## config.mk

```make
export PLATFORM = sky130hd
export DESIGN_NAME = ctrl_decode_pipe_flat
export DESIGN_NICKNAME = d
export VERILOG_FILES = /design/src/rtl/ctrl_decode_pipe_if.sv /design/src/rtl/ctrl_decode_pipe.sv /design/src/flat_wrapper.sv
export SDC_FILE = /design/constraint.sdc
export NUM_CORES = 1
export LEC_CHECK = 0
export ABC_CLOCK_PERIOD_IN_PS = 4900
export BUFFER_PORTS_ARGS = -buffer_cell sky130_fd_sc_hd__buf_4
export CAP_MARGIN = 25
export CORE_MARGIN = 3
export CORE_UTILIZATION = 45
export CTS_CLUSTER_DIAMETER = 120
export DETAILED_ROUTE_END_ITERATION = 10
export MAX_ROUTING_LAYER = met4
export PLACE_DENSITY_LB_ADDON = 0.3
export SYNTH_ARGS = -nofsm -noshare
export SYNTH_HDL_FRONTEND = slang
export SYNTH_SLANG_ARGS = --single-unit
```

## constraint.sdc

```tcl
create_clock -name clk -period 4.9 [get_ports clk]
set_clock_uncertainty 0.05 [all_clocks]
set_input_delay 0.98 -clock clk [delete_from_list [all_inputs] [get_ports clk]]
set_output_delay 0.98 -clock clk [all_outputs]
set_load 0.05 [all_outputs]
```

## src/rtl/ctrl_decode_pipe_if.sv

```systemverilog
// ctrl_decode_pipe_if
// Bundles the decode-stage inputs and the registered ID/EX control slice
// of ctrl_decode_pipe into one interface.
//   master : drives instr_d/valid_d/stall/flush, observes the *_e outputs
//            (IF/ID side, hazard unit, testbench)
//   slave  : the decode pipe itself
// Parameters must match the ctrl_decode_pipe instance they are attached to.
interface ctrl_decode_pipe_if #(
    parameter int ALUCTRL_W = 4,
    parameter int CNT_W     = 8
);
    logic [31:0]          instr_d;
    logic                 valid_d;
    logic                 stall;
    logic                 flush;

    logic                 ready;
    logic                 valid_e;
    logic [31:0]          instr_e;
    logic                 reg_write_e;
    logic                 mem_to_reg_e;
    logic                 mem_write_e;
    logic                 alu_src_e;
    logic                 reg_dst_e;
    logic                 shift_var_e;
    logic                 jump_e;
    logic                 jr_e;
    logic [2:0]           br_type_e;
    logic [ALUCTRL_W-1:0] alu_ctrl_e;
    logic                 illegal_e;
    logic [CNT_W-1:0]     illegal_cnt;

    modport master (
        output instr_d, valid_d, stall, flush,
        input  ready, valid_e, instr_e, reg_write_e, mem_to_reg_e, mem_write_e,
               alu_src_e, reg_dst_e, shift_var_e, jump_e, jr_e, br_type_e,
               alu_ctrl_e, illegal_e, illegal_cnt
    );

    modport slave (
        input  instr_d, valid_d, stall, flush,
        output ready, valid_e, instr_e, reg_write_e, mem_to_reg_e, mem_write_e,
               alu_src_e, reg_dst_e, shift_var_e, jump_e, jr_e, br_type_e,
               alu_ctrl_e, illegal_e, illegal_cnt
    );
endinterface

```

## src/rtl/ctrl_decode_pipe.sv

```systemverilog
// ctrl_decode_pipe
// MIPS decode-stage control unit with a registered ID/EX control slice.
// Decodes the D-stage instruction into main control, ALU op and branch
// type, and holds the result in the E register. Supports stall, flush,
// a post-reset warm-up window of bubbles, and flags/counts illegal
// encodings with a saturating counter.
// Ports:
//   clk    : rising-edge clock
//   rst_n  : synchronous active-low reset
//   bus    : ctrl_decode_pipe_if.slave
//            in  : instr_d, valid_d, stall, flush
//            out : ready, valid_e, instr_e, control bits (*_e),
//                  br_type_e, alu_ctrl_e, illegal_e, illegal_cnt
module ctrl_decode_pipe #(
    parameter int WARMUP_CYC = 2,
    parameter int ALUCTRL_W  = 4,
    parameter int CNT_W      = 8,
    parameter int HAS_SHIFTS = 1
) (
    input  logic             clk,
    input  logic             rst_n,
    ctrl_decode_pipe_if.slave bus
);

    localparam logic [0:0] ST_WARMUP = 1'b0;
    localparam logic [0:0] ST_RUN    = 1'b1;

    // WARMUP_CYC of 0 and 1 both leave WARMUP on the first edge after reset.
    localparam logic [3:0] WARM_LAST = (WARMUP_CYC == 0) ? 4'd0 : 4'(WARMUP_CYC - 1);
    localparam logic [CNT_W-1:0] CNT_MAX = {CNT_W{1'b1}};

    localparam logic [5:0] OP_RTYPE  = 6'b000000;
    localparam logic [5:0] OP_REGIMM = 6'b000001;
    localparam logic [5:0] OP_J      = 6'b000010;
    localparam logic [5:0] OP_BEQ    = 6'b000100;
    localparam logic [5:0] OP_BNE    = 6'b000101;
    localparam logic [5:0] OP_BLEZ   = 6'b000110;
    localparam logic [5:0] OP_BGTZ   = 6'b000111;
    localparam logic [5:0] OP_ADDI   = 6'b001000;
    localparam logic [5:0] OP_SLTI   = 6'b001010;
    localparam logic [5:0] OP_SLTIU  = 6'b001011;
    localparam logic [5:0] OP_ANDI   = 6'b001100;
    localparam logic [5:0] OP_ORI    = 6'b001101;
    localparam logic [5:0] OP_XORI   = 6'b001110;
    localparam logic [5:0] OP_LUI    = 6'b001111;
    localparam logic [5:0] OP_LW     = 6'b100011;
    localparam logic [5:0] OP_SW     = 6'b101011;

    localparam logic [5:0] FN_SLL  = 6'b000000;
    localparam logic [5:0] FN_SRL  = 6'b000010;
    localparam logic [5:0] FN_SRA  = 6'b000011;
    localparam logic [5:0] FN_SLLV = 6'b000100;
    localparam logic [5:0] FN_SRLV = 6'b000110;
    localparam logic [5:0] FN_SRAV = 6'b000111;
    localparam logic [5:0] FN_JR   = 6'b001000;
    localparam logic [5:0] FN_ADD  = 6'b100000;
    localparam logic [5:0] FN_ADDU = 6'b100001;
    localparam logic [5:0] FN_SUB  = 6'b100010;
    localparam logic [5:0] FN_SUBU = 6'b100011;
    localparam logic [5:0] FN_AND  = 6'b100100;
    localparam logic [5:0] FN_OR   = 6'b100101;
    localparam logic [5:0] FN_XOR  = 6'b100110;
    localparam logic [5:0] FN_NOR  = 6'b100111;
    localparam logic [5:0] FN_SLT  = 6'b101010;
    localparam logic [5:0] FN_SLTU = 6'b101011;

    localparam logic [3:0] ALU_ADD  = 4'd0;
    localparam logic [3:0] ALU_SUB  = 4'd1;
    localparam logic [3:0] ALU_AND  = 4'd2;
    localparam logic [3:0] ALU_OR   = 4'd3;
    localparam logic [3:0] ALU_XOR  = 4'd4;
    localparam logic [3:0] ALU_NOR  = 4'd5;
    localparam logic [3:0] ALU_SLT  = 4'd6;
    localparam logic [3:0] ALU_SLTU = 4'd7;
    localparam logic [3:0] ALU_SLL  = 4'd8;
    localparam logic [3:0] ALU_SRL  = 4'd9;
    localparam logic [3:0] ALU_SRA  = 4'd10;
    localparam logic [3:0] ALU_LUI  = 4'd11;

    localparam logic [2:0] BR_BEQ  = 3'd1;
    localparam logic [2:0] BR_BNE  = 3'd2;
    localparam logic [2:0] BR_BLEZ = 3'd3;
    localparam logic [2:0] BR_BGTZ = 3'd4;
    localparam logic [2:0] BR_BLTZ = 3'd5;
    localparam logic [2:0] BR_BGEZ = 3'd6;

    typedef struct packed {
        logic                 valid;
        logic                 illegal;
        logic                 regWrite;
        logic                 memToReg;
        logic                 memWrite;
        logic                 aluSrc;
        logic                 regDst;
        logic                 shiftVar;
        logic                 jump;
        logic                 jr;
        logic [2:0]           brType;
        logic [ALUCTRL_W-1:0] aluCtrl;
        logic [31:0]          instr;
    } eSlot_t;

    localparam eSlot_t BUBBLE = '0;

    logic [0:0]       state;
    logic [3:0]       warmCnt;
    logic [CNT_W-1:0] illegalCnt;
    eSlot_t           eReg;
    eSlot_t           eNext;
    logic [3:0]       aluOp;
    logic [5:0]       opcode;
    logic [5:0]       funct;
    logic             loadEn;

    assign opcode = bus.instr_d[31:26];
    assign funct  = bus.instr_d[5:0];

    // A decoded instruction is only taken in RUN with neither flush nor stall.
    assign loadEn = (state == ST_RUN) && !bus.flush && !bus.stall;

    // Combinational decode of instr_d. Illegal encodings leave every
    // control bit at its default of 0 and only raise the illegal flag.
    always_comb begin
        eNext       = BUBBLE;
        aluOp       = ALU_ADD;
        eNext.valid = 1'b1;
        eNext.instr = bus.instr_d;
        if (bus.instr_d != 32'd0) begin
            case (opcode)
                OP_RTYPE: begin
                    case (funct)
                        FN_ADD, FN_ADDU, FN_SUB, FN_SUBU, FN_AND, FN_OR,
                        FN_XOR, FN_NOR, FN_SLT, FN_SLTU: begin
                            eNext.regWrite = 1'b1;
                            eNext.regDst   = 1'b1;
                            case (funct)
                                FN_SUB, FN_SUBU: aluOp = ALU_SUB;
                                FN_AND:          aluOp = ALU_AND;
                                FN_OR:           aluOp = ALU_OR;
                                FN_XOR:          aluOp = ALU_XOR;
                                FN_NOR:          aluOp = ALU_NOR;
                                FN_SLT:          aluOp = ALU_SLT;
                                FN_SLTU:         aluOp = ALU_SLTU;
                                default:         aluOp = ALU_ADD;
                            endcase
                        end
                        FN_SLL, FN_SRL, FN_SRA, FN_SLLV, FN_SRLV, FN_SRAV: begin
                            if (HAS_SHIFTS != 0) begin
                                eNext.regWrite = 1'b1;
                                eNext.regDst   = 1'b1;
                                // funct[2] selects the variable form, funct[1:0] the kind.
                                eNext.shiftVar = funct[2];
                                if (!funct[1])     aluOp = ALU_SLL;
                                else if (funct[0]) aluOp = ALU_SRA;
                                else               aluOp = ALU_SRL;
                            end else begin
                                eNext.illegal = 1'b1;
                            end
                        end
                        FN_JR:   eNext.jr      = 1'b1;
                        default: eNext.illegal = 1'b1;
                    endcase
                end
                OP_ADDI, OP_SLTI, OP_SLTIU, OP_ANDI, OP_ORI, OP_XORI, OP_LUI: begin
                    eNext.regWrite = 1'b1;
                    eNext.aluSrc   = 1'b1;
                    case (opcode)
                        OP_SLTI:  aluOp = ALU_SLT;
                        OP_SLTIU: aluOp = ALU_SLTU;
                        OP_ANDI:  aluOp = ALU_AND;
                        OP_ORI:   aluOp = ALU_OR;
                        OP_XORI:  aluOp = ALU_XOR;
                        OP_LUI:   aluOp = ALU_LUI;
                        default:  aluOp = ALU_ADD;
                    endcase
                end
                OP_LW: begin
                    eNext.regWrite = 1'b1;
                    eNext.memToReg = 1'b1;
                    eNext.aluSrc   = 1'b1;
                end
                OP_SW: begin
                    eNext.memWrite = 1'b1;
                    eNext.aluSrc   = 1'b1;
                end
                OP_BEQ: begin
                    eNext.brType = BR_BEQ;
                    aluOp        = ALU_SUB;
                end
                OP_BNE: begin
                    eNext.brType = BR_BNE;
                    aluOp        = ALU_SUB;
                end
                OP_BLEZ:   eNext.brType = BR_BLEZ;
                OP_BGTZ:   eNext.brType = BR_BGTZ;
                // REGIMM: only rt[0] distinguishes BLTZ from BGEZ.
                OP_REGIMM: eNext.brType = bus.instr_d[16] ? BR_BGEZ : BR_BLTZ;
                OP_J:      eNext.jump   = 1'b1;
                default:   eNext.illegal = 1'b1;
            endcase
        end
        eNext.aluCtrl = ALUCTRL_W'(aluOp);
    end

    // Warm-up FSM: count edges after reset, then stay in RUN until reset.
    always_ff @(posedge clk) begin
        if (!rst_n) begin
            state   <= ST_WARMUP;
            warmCnt <= 4'd0;
        end else if (state == ST_WARMUP) begin
            if (warmCnt == WARM_LAST) state <= ST_RUN;
            else                      warmCnt <= warmCnt + 4'd1;
        end
    end

    // E register: flush (and warm-up) beat stall; stall holds the slot.
    always_ff @(posedge clk) begin
        if (!rst_n) begin
            eReg <= BUBBLE;
        end else if ((state == ST_WARMUP) || bus.flush) begin
            eReg <= BUBBLE;
        end else if (!bus.stall) begin
            eReg <= bus.valid_d ? eNext : BUBBLE;
        end
    end

    // Counts only illegal instructions actually loaded into E.
    always_ff @(posedge clk) begin
        if (!rst_n) begin
            illegalCnt <= '0;
        end else if (loadEn && bus.valid_d && eNext.illegal && (illegalCnt != CNT_MAX)) begin
            illegalCnt <= illegalCnt + CNT_W'(1);
        end
    end

    assign bus.ready        = (state == ST_RUN);
    assign bus.valid_e      = eReg.valid;
    assign bus.instr_e      = eReg.instr;
    assign bus.reg_write_e  = eReg.regWrite;
    assign bus.mem_to_reg_e = eReg.memToReg;
    assign bus.mem_write_e  = eReg.memWrite;
    assign bus.alu_src_e    = eReg.aluSrc;
    assign bus.reg_dst_e    = eReg.regDst;
    assign bus.shift_var_e  = eReg.shiftVar;
    assign bus.jump_e       = eReg.jump;
    assign bus.jr_e         = eReg.jr;
    assign bus.br_type_e    = eReg.brType;
    assign bus.alu_ctrl_e   = eReg.aluCtrl;
    assign bus.illegal_e    = eReg.illegal;
    assign bus.illegal_cnt  = illegalCnt;

endmodule

```

## src/flat_wrapper.sv

```systemverilog
// flat-port wrapper written by rule: the top's interface ports become plain ports
module ctrl_decode_pipe_flat 
#(
    parameter int WARMUP_CYC = 2,
    parameter int ALUCTRL_W  = 4,
    parameter int CNT_W      = 8,
    parameter int HAS_SHIFTS = 1
)
  (clk, rst_n, bus_instr_d, bus_valid_d, bus_stall, bus_flush, bus_ready, bus_valid_e, bus_instr_e, bus_reg_write_e, bus_mem_to_reg_e, bus_mem_write_e, bus_alu_src_e, bus_reg_dst_e, bus_shift_var_e, bus_jump_e, bus_jr_e, bus_br_type_e, bus_alu_ctrl_e, bus_illegal_e, bus_illegal_cnt);
  ctrl_decode_pipe_if #(.ALUCTRL_W(ALUCTRL_W), .CNT_W(CNT_W)) bus_i ();
  input  logic clk;
  input  logic rst_n;
  input wire logic [$bits(bus_i.instr_d)-1:0] bus_instr_d;
  input wire logic [$bits(bus_i.valid_d)-1:0] bus_valid_d;
  input wire logic [$bits(bus_i.stall)-1:0] bus_stall;
  input wire logic [$bits(bus_i.flush)-1:0] bus_flush;
  output wire logic [$bits(bus_i.ready)-1:0] bus_ready;
  output wire logic [$bits(bus_i.valid_e)-1:0] bus_valid_e;
  output wire logic [$bits(bus_i.instr_e)-1:0] bus_instr_e;
  output wire logic [$bits(bus_i.reg_write_e)-1:0] bus_reg_write_e;
  output wire logic [$bits(bus_i.mem_to_reg_e)-1:0] bus_mem_to_reg_e;
  output wire logic [$bits(bus_i.mem_write_e)-1:0] bus_mem_write_e;
  output wire logic [$bits(bus_i.alu_src_e)-1:0] bus_alu_src_e;
  output wire logic [$bits(bus_i.reg_dst_e)-1:0] bus_reg_dst_e;
  output wire logic [$bits(bus_i.shift_var_e)-1:0] bus_shift_var_e;
  output wire logic [$bits(bus_i.jump_e)-1:0] bus_jump_e;
  output wire logic [$bits(bus_i.jr_e)-1:0] bus_jr_e;
  output wire logic [$bits(bus_i.br_type_e)-1:0] bus_br_type_e;
  output wire logic [$bits(bus_i.alu_ctrl_e)-1:0] bus_alu_ctrl_e;
  output wire logic [$bits(bus_i.illegal_e)-1:0] bus_illegal_e;
  output wire logic [$bits(bus_i.illegal_cnt)-1:0] bus_illegal_cnt;
  assign bus_i.instr_d = bus_instr_d;
  assign bus_i.valid_d = bus_valid_d;
  assign bus_i.stall = bus_stall;
  assign bus_i.flush = bus_flush;
  assign bus_ready = bus_i.ready;
  assign bus_valid_e = bus_i.valid_e;
  assign bus_instr_e = bus_i.instr_e;
  assign bus_reg_write_e = bus_i.reg_write_e;
  assign bus_mem_to_reg_e = bus_i.mem_to_reg_e;
  assign bus_mem_write_e = bus_i.mem_write_e;
  assign bus_alu_src_e = bus_i.alu_src_e;
  assign bus_reg_dst_e = bus_i.reg_dst_e;
  assign bus_shift_var_e = bus_i.shift_var_e;
  assign bus_jump_e = bus_i.jump_e;
  assign bus_jr_e = bus_i.jr_e;
  assign bus_br_type_e = bus_i.br_type_e;
  assign bus_alu_ctrl_e = bus_i.alu_ctrl_e;
  assign bus_illegal_e = bus_i.illegal_e;
  assign bus_illegal_cnt = bus_i.illegal_cnt;
  ctrl_decode_pipe #(.WARMUP_CYC(WARMUP_CYC), .ALUCTRL_W(ALUCTRL_W), .CNT_W(CNT_W), .HAS_SHIFTS(HAS_SHIFTS)) u_core (.clk(clk), .rst_n(rst_n), .bus(bus_i));
endmodule
```

; ---- Word-level counts from Yosys, hierarchy flattened
; Cells that the tools add are included.
[totals]
inputBits = 37
out_inout_bits = 58
ff_bits = 62
[op_classes]
n_eq_ne = 33
bitwise = 3
n_reduce_logical = 23
mux = 25
n_addsub = 2
[op_table]
columns = operator, count
row1 = "equality test 6 bit, second input constant", 12
row2 = two-way mux 49 bit, 1
row3 = "equality test 6 x 4 -> 1 bit, second input constant", 8
row4 = "equality test 6 x 3 -> 1 bit, second input constant", 7
row5 = nonzero test 32 bit, 1
row6 = one-hot mux 4 bit (6 select lines), 1
row7 = one-hot mux 3 bit (7 select lines), 1
row8 = "equality test 6 x 2 -> 1 bit, second input constant", 3
row9 = OR reduction 17 bit, 1
row10 = OR reduction 16 bit, 1
row11 = one-hot mux 3 bit (5 select lines), 1
row12 = OR reduction 15 bit, 1
row13 = zero test 6 bit, 2
row14 = two-way mux 12 bit, 1
row15 = one-hot mux 4 bit (3 select lines), 1
row16 = two-way mux 1 bit, 11
row17 = OR reduction 10 bit, 1
row18 = OR reduction 9 bit, 1
row19 = "adder 8 x 1 -> 8 bit, second input constant", 1
row20 = two-way mux 4 bit, 2
row21 = "!= test 8 bit, second input constant", 1
row22 = one-hot mux 4 bit (2 select lines), 1
row23 = OR reduction 8 bit, 1
row24 = OR reduction 7 bit, 1
row25 = other kinds (12), 24

; ---- Logic depth before layout (Yosys ltp)
; Gate-level depths: netlist of the first run.
[depth]
depth_word = 7
mapped_depth = 9
ltp_nobuf = 6

; ---- Worst setup path before layout of the first run
; Ideal clock, no wire load.
[synth_timing]
path_kind = in2reg
from = input bus_instr_d[27]
to = register u_core.illegalCnt[6], in the netlist u_core.bus.illegal_cnt[6]
path_stages = 8
n_path_buf = 2
path_slack_ps = 2353
t_arrival_ps = 2427
path_cell_list = buf_6 > nor4_4 > nand2_2 > nor3b_2 > o2111ai_2 > buf_6 > or3_1 > a21boi_1
[synth_via]
elab_chain_cells = 6
word_cells_on_any_way = 22
classes_between = 15 x eq/ne / 2 x mux / 5 x reduce/logical
[synth_lines]
columns = element, line_no
row1 = from (decl), flat_wrapper.sv:13  ; input wire logic [$bits(bus_i.instr_d)-1:0] bus_instr_d;
row2 = "equality test 6 x 3 -> 1 bit, or another cell as far along", ctrl_decode_pipe.sv:129  ; case (opcode)
row3 = OR reduction 15 bit (no line), -
row4 = one-hot mux 1 bit (2 select lines), ctrl_decode_pipe.sv:129
row5 = two-way mux 12 bit (*), ctrl_decode_pipe.sv:128  ; if (bus.instr_d != 32'd0) begin
row6 = logical AND 1 bit (*) (2 in a row), ctrl_decode_pipe.sv:231  ; end else if (loadEn && bus.valid_d && eNext.illegal && (illegalCnt != CNT_MAX)) begin
row7 = to (signal assigned), ctrl_decode_pipe.sv:232  ; illegalCnt <= illegalCnt + CNT_W'(1);
row8 = to (decl), ctrl_decode_pipe.sv:107  ; logic [CNT_W-1:0] illegalCnt;
; Every way passes the cells marked *; elsewhere a longest branch is shown, timed or not.
; A chain may end at the register's enable or synchronous reset.

; ---- Worst setup path after layout of the first run
[layout_timing]
from = input bus_stall
to = register u_core.illegalCnt[7], in the netlist u_core.bus.illegal_cnt[7]
[layout_via]
elab_chain_cells = 5
[layout_lines]
columns = element, line_no
row1 = from (decl), flat_wrapper.sv:15  ; input wire logic [$bits(bus_i.stall)-1:0] bus_stall;
row2 = zero test 1 bit, ctrl_decode_pipe.sv:119  ; assign loadEn = (state == ST_RUN) && !bus.flush && !bus.stall;
row3 = logical AND 1 bit, ctrl_decode_pipe.sv:119
row4 = logical AND 1 bit (3 in a row), ctrl_decode_pipe.sv:231
; Every way passes these cells.

==> impl_metrics.env, run 1 <==
export IMPL_cp_data_required_time_ns=5.12
export IMPL_fin_crit_sh=0.565
export IMPL_crit_family="compound AO/OA/AOI/OAI gates"
export IMPL_placed_area_sq_um=3500
export IMPL_ctsLongestPathBuffers=2
export IMPL_crit_slowest_cell="or3_1"
export IMPL_post_route_min_period_ns=2.77
export IMPL_power_total_mw=1.15
export IMPL_gp_congestion=0.811
export IMPL_grt_use_total=0.200
export IMPL_clkSinkCount=62
export IMPL_portBuffers=94
export IMPL_insertedDiodeCount=0
export IMPL_synth_nets=365
export IMPL_crit_type="primary input to flip-flop"
export IMPL_cts_hold_buf=0
export IMPL_synth_cells=325
export IMPL_switching_share=0.271
export IMPL_finalSetupTns_ns=0
export IMPL_r2r_cells=6
export IMPL_fin_util=0.616
export IMPL_io_pins=95
export IMPL_hold_viol_final=0
export IMPL_ys_types=53
export IMPL_status="complete, no violations"
export IMPL_hold_path_class="flip-flop to flip-flop"
export IMPL_row_count=28
export IMPL_synth_seq_area_share=0.442
export IMPL_grt_max_degree=52
export IMPL_h_tree_depth=3
export IMPL_irDropWorstVdd_mv=0.205
export IMPL_path_buf_inv=2
export IMPL_antenna_found_initial=0
export IMPL_combPwrFrac=0.160
export IMPL_num_vias=2642
export IMPL_power_density_nw_per_um2=310
export IMPL_yosysTopAreaCell="dfxtp_1"
export IMPL_p_leak_nw=1.43
export IMPL_antenna_left=0
export IMPL_hold_depth=2
export IMPL_synthFlopType="dfxtp_1"
export IMPL_slew_headroom=0.576
export IMPL_drt_initial_drc_count=183
export IMPL_drc_errors=0
export IMPL_cts_root_buf="clkbuf_8"
export IMPL_grt_pass1_vias=2384
export IMPL_detail_route_first_pass_iterations=4
export IMPL_start_util=0.469
export IMPL_switchingPower_uw=310
export IMPL_final_max_slew_viol_count=0
export IMPL_synth_edf_count=0
export IMPL_fp_dieH_um=85.0
export IMPL_syn_area_per_cell_sq_um=8.64
export IMPL_cp_slowest_stage_delay_ns=0.48
export IMPL_stdcell_area_sq_um=3690
export IMPL_worstPathArrival_ns=2.98
export IMPL_timing_hold_ws_ns=0.415
export IMPL_yosysTopAreaCellShare=0.442
export IMPL_wirelength_um=7070
export IMPL_cp_depth=7
export IMPL_synth_seq_cells=62
export IMPL_intPower_uw=836
export IMPL_async_reset_ff_frac=0
export IMPL_coreArea_sq_um=5990
export IMPL_vias_per_cell=5.46
export IMPL_cp_start_kind="primary input"
export IMPL_die_w_um=85.0
export IMPL_routedWlPerCell_um=14.6
export IMPL_drive_gt1_frac=0.296
export IMPL_worst_slew_pin_slew_ns=0.630
export IMPL_synth_area_top_cells="dfxtp_1, a22oi_1, nor2_1"
export IMPL_dieArea_sq_um=7220
export IMPL_clk_latency_ns=0.33
export IMPL_syn_cell_area_sq_um=2810
export IMPL_final_cell_mix="buf_4, dfxtp_1, nor2_1"
export IMPL_critPathMaxFanout=51
export IMPL_rsz0062_at_grt="no"
export IMPL_critical_path_cell_chain="buf_4, nor2b_2, inv_1, a41oi_4, o2111ai_2, or3_1, a21boi_1"
export IMPL_clk_pin_slew_ns=0.07
export IMPL_num_nets_final=445
export IMPL_numCtsBuffers=9
export IMPL_grt_pass1_wl_um=11400
export IMPL_p_clk_frac=0.374
export IMPL_cts_setup_buffers=0
export IMPL_layout_commonest_cell="buf_4"
export IMPL_dp_hpwl_um=5020
export IMPL_cts_resized=0
export IMPL_area_growth_pct=31.5
export IMPL_overflow=0
export IMPL_pwr_share_seq=0.467
export IMPL_end_kind="flip-flop"
export IMPL_yosysWarnings=0
export IMPL_max_freq_mhz=361
export IMPL_maxCapViolCount=0
export IMPL_setup_viol=0
export IMPL_tritoncts="yes"
## metal layers
metal  wire length (um)  global-route usage  up-vias
met3                458              0.0427       11
li1                   -                   -     1327
met4                121              0.0863        0
met1               3200               0.256     1228
met2               3290               0.305       76
met5                  0                   -        -
## cells by family after synthesis
logic type	Yosys count	share of synthesized area
compound gates	89	0.230
xor+xnor	6	0.0187
fa+ha+maj	3	0.0134
buf+inv	33	0.0517
flops	62	0.442
simple gates	132	0.244
## cell usage after synthesis (3+ instances only)
cell type	instances
inv_1	6
and2_1	4
nor2_1	53
o21ai_1	6
o21ai_0	10
nand2b_1	3
ha_1	3
a21oi_1	12
a32oi_1	3
nand2_1	18
nor2b_1	8
buf_2	5
a21boi_1	6
dfxtp_1	62
a22oi_1	36
nor3_1	4
nor4_1	6
nand3_1	10
or3_1	7
xnor2_1	4
clkbuf_1	19
## state kept, by name (all words and copies together) (netlist names), 3 cells and up
signal and count:
u_core.bus.alu_ctrl_e 4, u_core.bus.instr_e 32, u_core.bus.br_type_e 3, u_core.warmCnt 4, u_core.bus.illegal_cnt 8
## stage by stage
stage | setup slack, ns | std cells
2_1_floorplan | 2.35 | 325
3_3_place_gp | 1.88 | 469
3_5_place_dp | 1.80 | 469
4_1_cts | 2.15 | 484
5_1_grt | 1.97 | 484
6_report | 2.13 | 484
## worst register-to-register path, stage by stage (launching register included)
cell and delay, ns:
dfxtp_1 0.35, ha_1 0.25, nand3_1 0.12, or2_2 0.13
o2111ai_2 0.31, or3_1 0.48, a21boi_1 0.13
## power groups by stage
stage	Clock, mW	Combinational [mW]	Sequential [mW]
6_report	0.428	0.183	0.535
5_1_grt	0.465	0.202	0.537
4_1_cts	0.439	0.184	0.535
3_3_place_gp	0	0.179	0.545
2_1_floorplan	0	0.0989	0.570
3_5_place_dp	0	0.183	0.546
## layout make-up
type                            instances  area (sq um)
Clock buffer                           11           141
Clock inverter                          4          47.5
Fill cell                             537          2300
Inverter                                6          22.5
Multi-Input combinational cell        230          1420
Sequential cell                        62          1240
Tap cell                               75          93.8
Timing Repair Buffer                   96           721
## final timing paths
check | slack [ns] | to | from
worst min-delay path | 0.41 | u_core.bus.alu_ctrl_e[3]$_SDFFE_PP0N_ | u_core.bus.alu_ctrl_e[3]$_SDFFE_PP0N_
worst min register to register | 0.41 | u_core.bus.alu_ctrl_e[3]$_SDFFE_PP0N_ | u_core.bus.alu_ctrl_e[3]$_SDFFE_PP0N_
worst max-delay path | 2.13 | u_core.bus.illegal_cnt[7]$_SDFFE_PN0P_ | bus_stall
worst max register to register | 3.02 | u_core.bus.illegal_cnt[7]$_SDFFE_PN0P_ | u_core.bus.illegal_cnt[0]$_SDFFE_PN0P_
Power figures use the tool's default switching activity.
==> inputs of run 2 (changes only) <==
ABC_CLOCK_PERIOD_IN_PS = 2400   (was 4900)
clock period = 2.4 ns   (was 4.9 ns; I/O delays follow)
==> run 2 against run 1 <==
Against the previous run: cell count grew 1.9%; global-route usage increased by 1.0 points; sequential power grew 100%; total power up 120%; critical path type unchanged; largest cell class unchanged; highest routed layer unchanged.
==> impl_metrics.env, run 2 (synthesis results as in run 1) <==
export IMPL_status="complete, no violations"
export IMPL_gp_congestion=0.928
export IMPL_area_growth_pct=34.5
export IMPL_final_max_slew_viol_count=0
export IMPL_setup_viol=0
export IMPL_clk_latency_ns=0.34
export IMPL_num_nets_final=453
export IMPL_h_tree_depth=3
export IMPL_crit_type="primary input to flip-flop"
export IMPL_holdPathEnd="u_core.bus.instr_e[20]$_SDFFE_PP0N_"
export IMPL_io_pins=95
export IMPL_tritoncts="yes"
export IMPL_cts_setup_buffers=0
export IMPL_power_total_mw=2.47
export IMPL_post_route_min_period_ns=2.00
export IMPL_hold_start="bus_instr_d[20]"
export IMPL_die_w_um=85.0
export IMPL_finalSetupTns_ns=0
export IMPL_placed_area_sq_um=3560
export IMPL_end_kind="flip-flop"
export IMPL_dp_hpwl_um=5180
export IMPL_detail_route_first_pass_iterations=4
export IMPL_worst_slew_pin_slew_ns=0.633
export IMPL_cp_slowest_stage_delay_ns=0.47
export IMPL_grt_use_total=0.210
export IMPL_start_util=0.469
export IMPL_critical_path_cell_chain="buf_4, nand2b_1, a2111oi_2, nor3b_2, o2111ai_2, buf_4, o21ai_1, a21boi_1"
export IMPL_worstPathArrival_ns=2.22
export IMPL_grt_max_degree=51
export IMPL_largest_reg_flops=32
export IMPL_max_freq_mhz=501
export IMPL_cts_root_buf="clkbuf_8"
export IMPL_maxCapViolCount=0
export IMPL_routedWlPerCell_um=14.9
export IMPL_dieArea_sq_um=7220
export IMPL_path_buf_inv=2
export IMPL_numCtsBuffers=9
export IMPL_reg2reg_setup_slack_ns=0.59
export IMPL_cp_start_kind="primary input"
export IMPL_critPathMaxFanout=12
export IMPL_final_cell_mix="buf_4, dfxtp_1, nor2_1"
export IMPL_fin_crit_sh=0.832
export IMPL_drt_initial_drc_count=224
export IMPL_antenna_found_initial=0
export IMPL_ctsLongestPathBuffers=2
export IMPL_rsz0062_at_grt="no"
export IMPL_grt_pass1_wl_um=12000
export IMPL_row_count=28
export IMPL_grt_pass1_vias=2549
export IMPL_num_vias=2691
export IMPL_layout_setup_ws_ns=0.404
export IMPL_rr_startpoint="u_core.bus.illegal_cnt[0]$_SDFFE_PN0P_"
export IMPL_coreArea_sq_um=5990
export IMPL_crit_slowest_cell="a2111oi_2"
export IMPL_hold_path_class="primary input to flip-flop"
export IMPL_hold_viol_final=0
export IMPL_r2r_end="u_core.bus.illegal_cnt[4]$_SDFFE_PN0P_"
export IMPL_clkSinkCount=62
export IMPL_power_density_nw_per_um2=655
export IMPL_wirelength_um=7340
export IMPL_portBuffers=94
export IMPL_cts_hold_buf=0
export IMPL_drc_errors=0
export IMPL_cp_data_required_time_ns=2.62
export IMPL_fp_dieH_um=85.0
export IMPL_clk_pin_slew_ns=0.07
export IMPL_cts_resized=0
export IMPL_layout_commonest_cell="buf_4"
export IMPL_vias_per_cell=5.46
export IMPL_insertedDiodeCount=0
export IMPL_stdcell_area_sq_um=3780
export IMPL_timing_hold_ws_ns=0.334
export IMPL_slew_headroom=0.574
export IMPL_antenna_left=0
export IMPL_critPathMostFrequentCell="buf_4"
export IMPL_crit_family="compound AO/OA/AOI/OAI gates"
export IMPL_pre_cts_ws_ns=0.108
export IMPL_irDropWorstVdd_mv=0.462
export IMPL_drive_gt1_frac=0.309
export IMPL_hold_depth=3
export IMPL_overflow=0
export IMPL_r2r_cells=6
export IMPL_p_leak_nw=1.49
-- run 2: through the flow --
step | util | instances
finish | 0.631 | 493
global route | 0.631 | 493
CTS | 0.631 | 493
detailed placement | 0.595 | 477
global placement | 0.595 | 477
floorplan | - | 325
-- run 2: area by class of cell --
cell class | count | area [sq um]
clock buffer | 12 | 145
tap | 75 | 93.8
clock inverter | 4 | 70.1
sequential | 62 | 1240
inverter | 6 | 22.5
timing repair buffer | 104 | 781
multi-input combinational | 230 | 1420
fill | 531 | 2210
-- run 2: worst max path at each step --
stage	to	cells past startpoint	start
after global placement	u_core.bus.illegal_cnt[3]$_SDFFE_PN0P_	8	bus_instr_d[23]
after global routing	u_core.bus.illegal_cnt[5]$_SDFFE_PN0P_	8	bus_instr_d[2]
after floorplan	u_core.bus.illegal_cnt[6]$_SDFFE_PN0P_	8	bus_instr_d[27]
final	u_core.bus.illegal_cnt[5]$_SDFFE_PN0P_	8	bus_instr_d[2]
after CTS	u_core.bus.illegal_cnt[5]$_SDFFE_PN0P_	8	bus_instr_d[2]
after detailed placement	u_core.bus.illegal_cnt[5]$_SDFFE_PN0P_	8	bus_instr_d[23]
-- run 2: where the power goes --
part / switching (mW) / internal (mW) / leakage (nW)
Sequential: 0.0287 / 1.06 / 0.500
Clock: 0.387 / 0.610 / 0.110
Combinational: 0.232 / 0.153 / 0.876
Total: 0.647 / 1.83 / 1.49
-- run 2: worst min-delay path: stages --
cell and delay, ns:
buf_4 0.08, a22oi_1 0.05, nor2_1 0.08
-- run 2: routing by layer --
| layer | vias up | wire length, um | track usage |
|---|---|---|---|
| met4 | 0 | 153 | 0.0892 |
| li1 | 1345 | - | - |
| met3 | 14 | 436 | 0.0417 |
| met1 | 1257 | 3360 | 0.273 |
| met2 | 75 | 3380 | 0.319 |
| met5 | - | 0 | - |
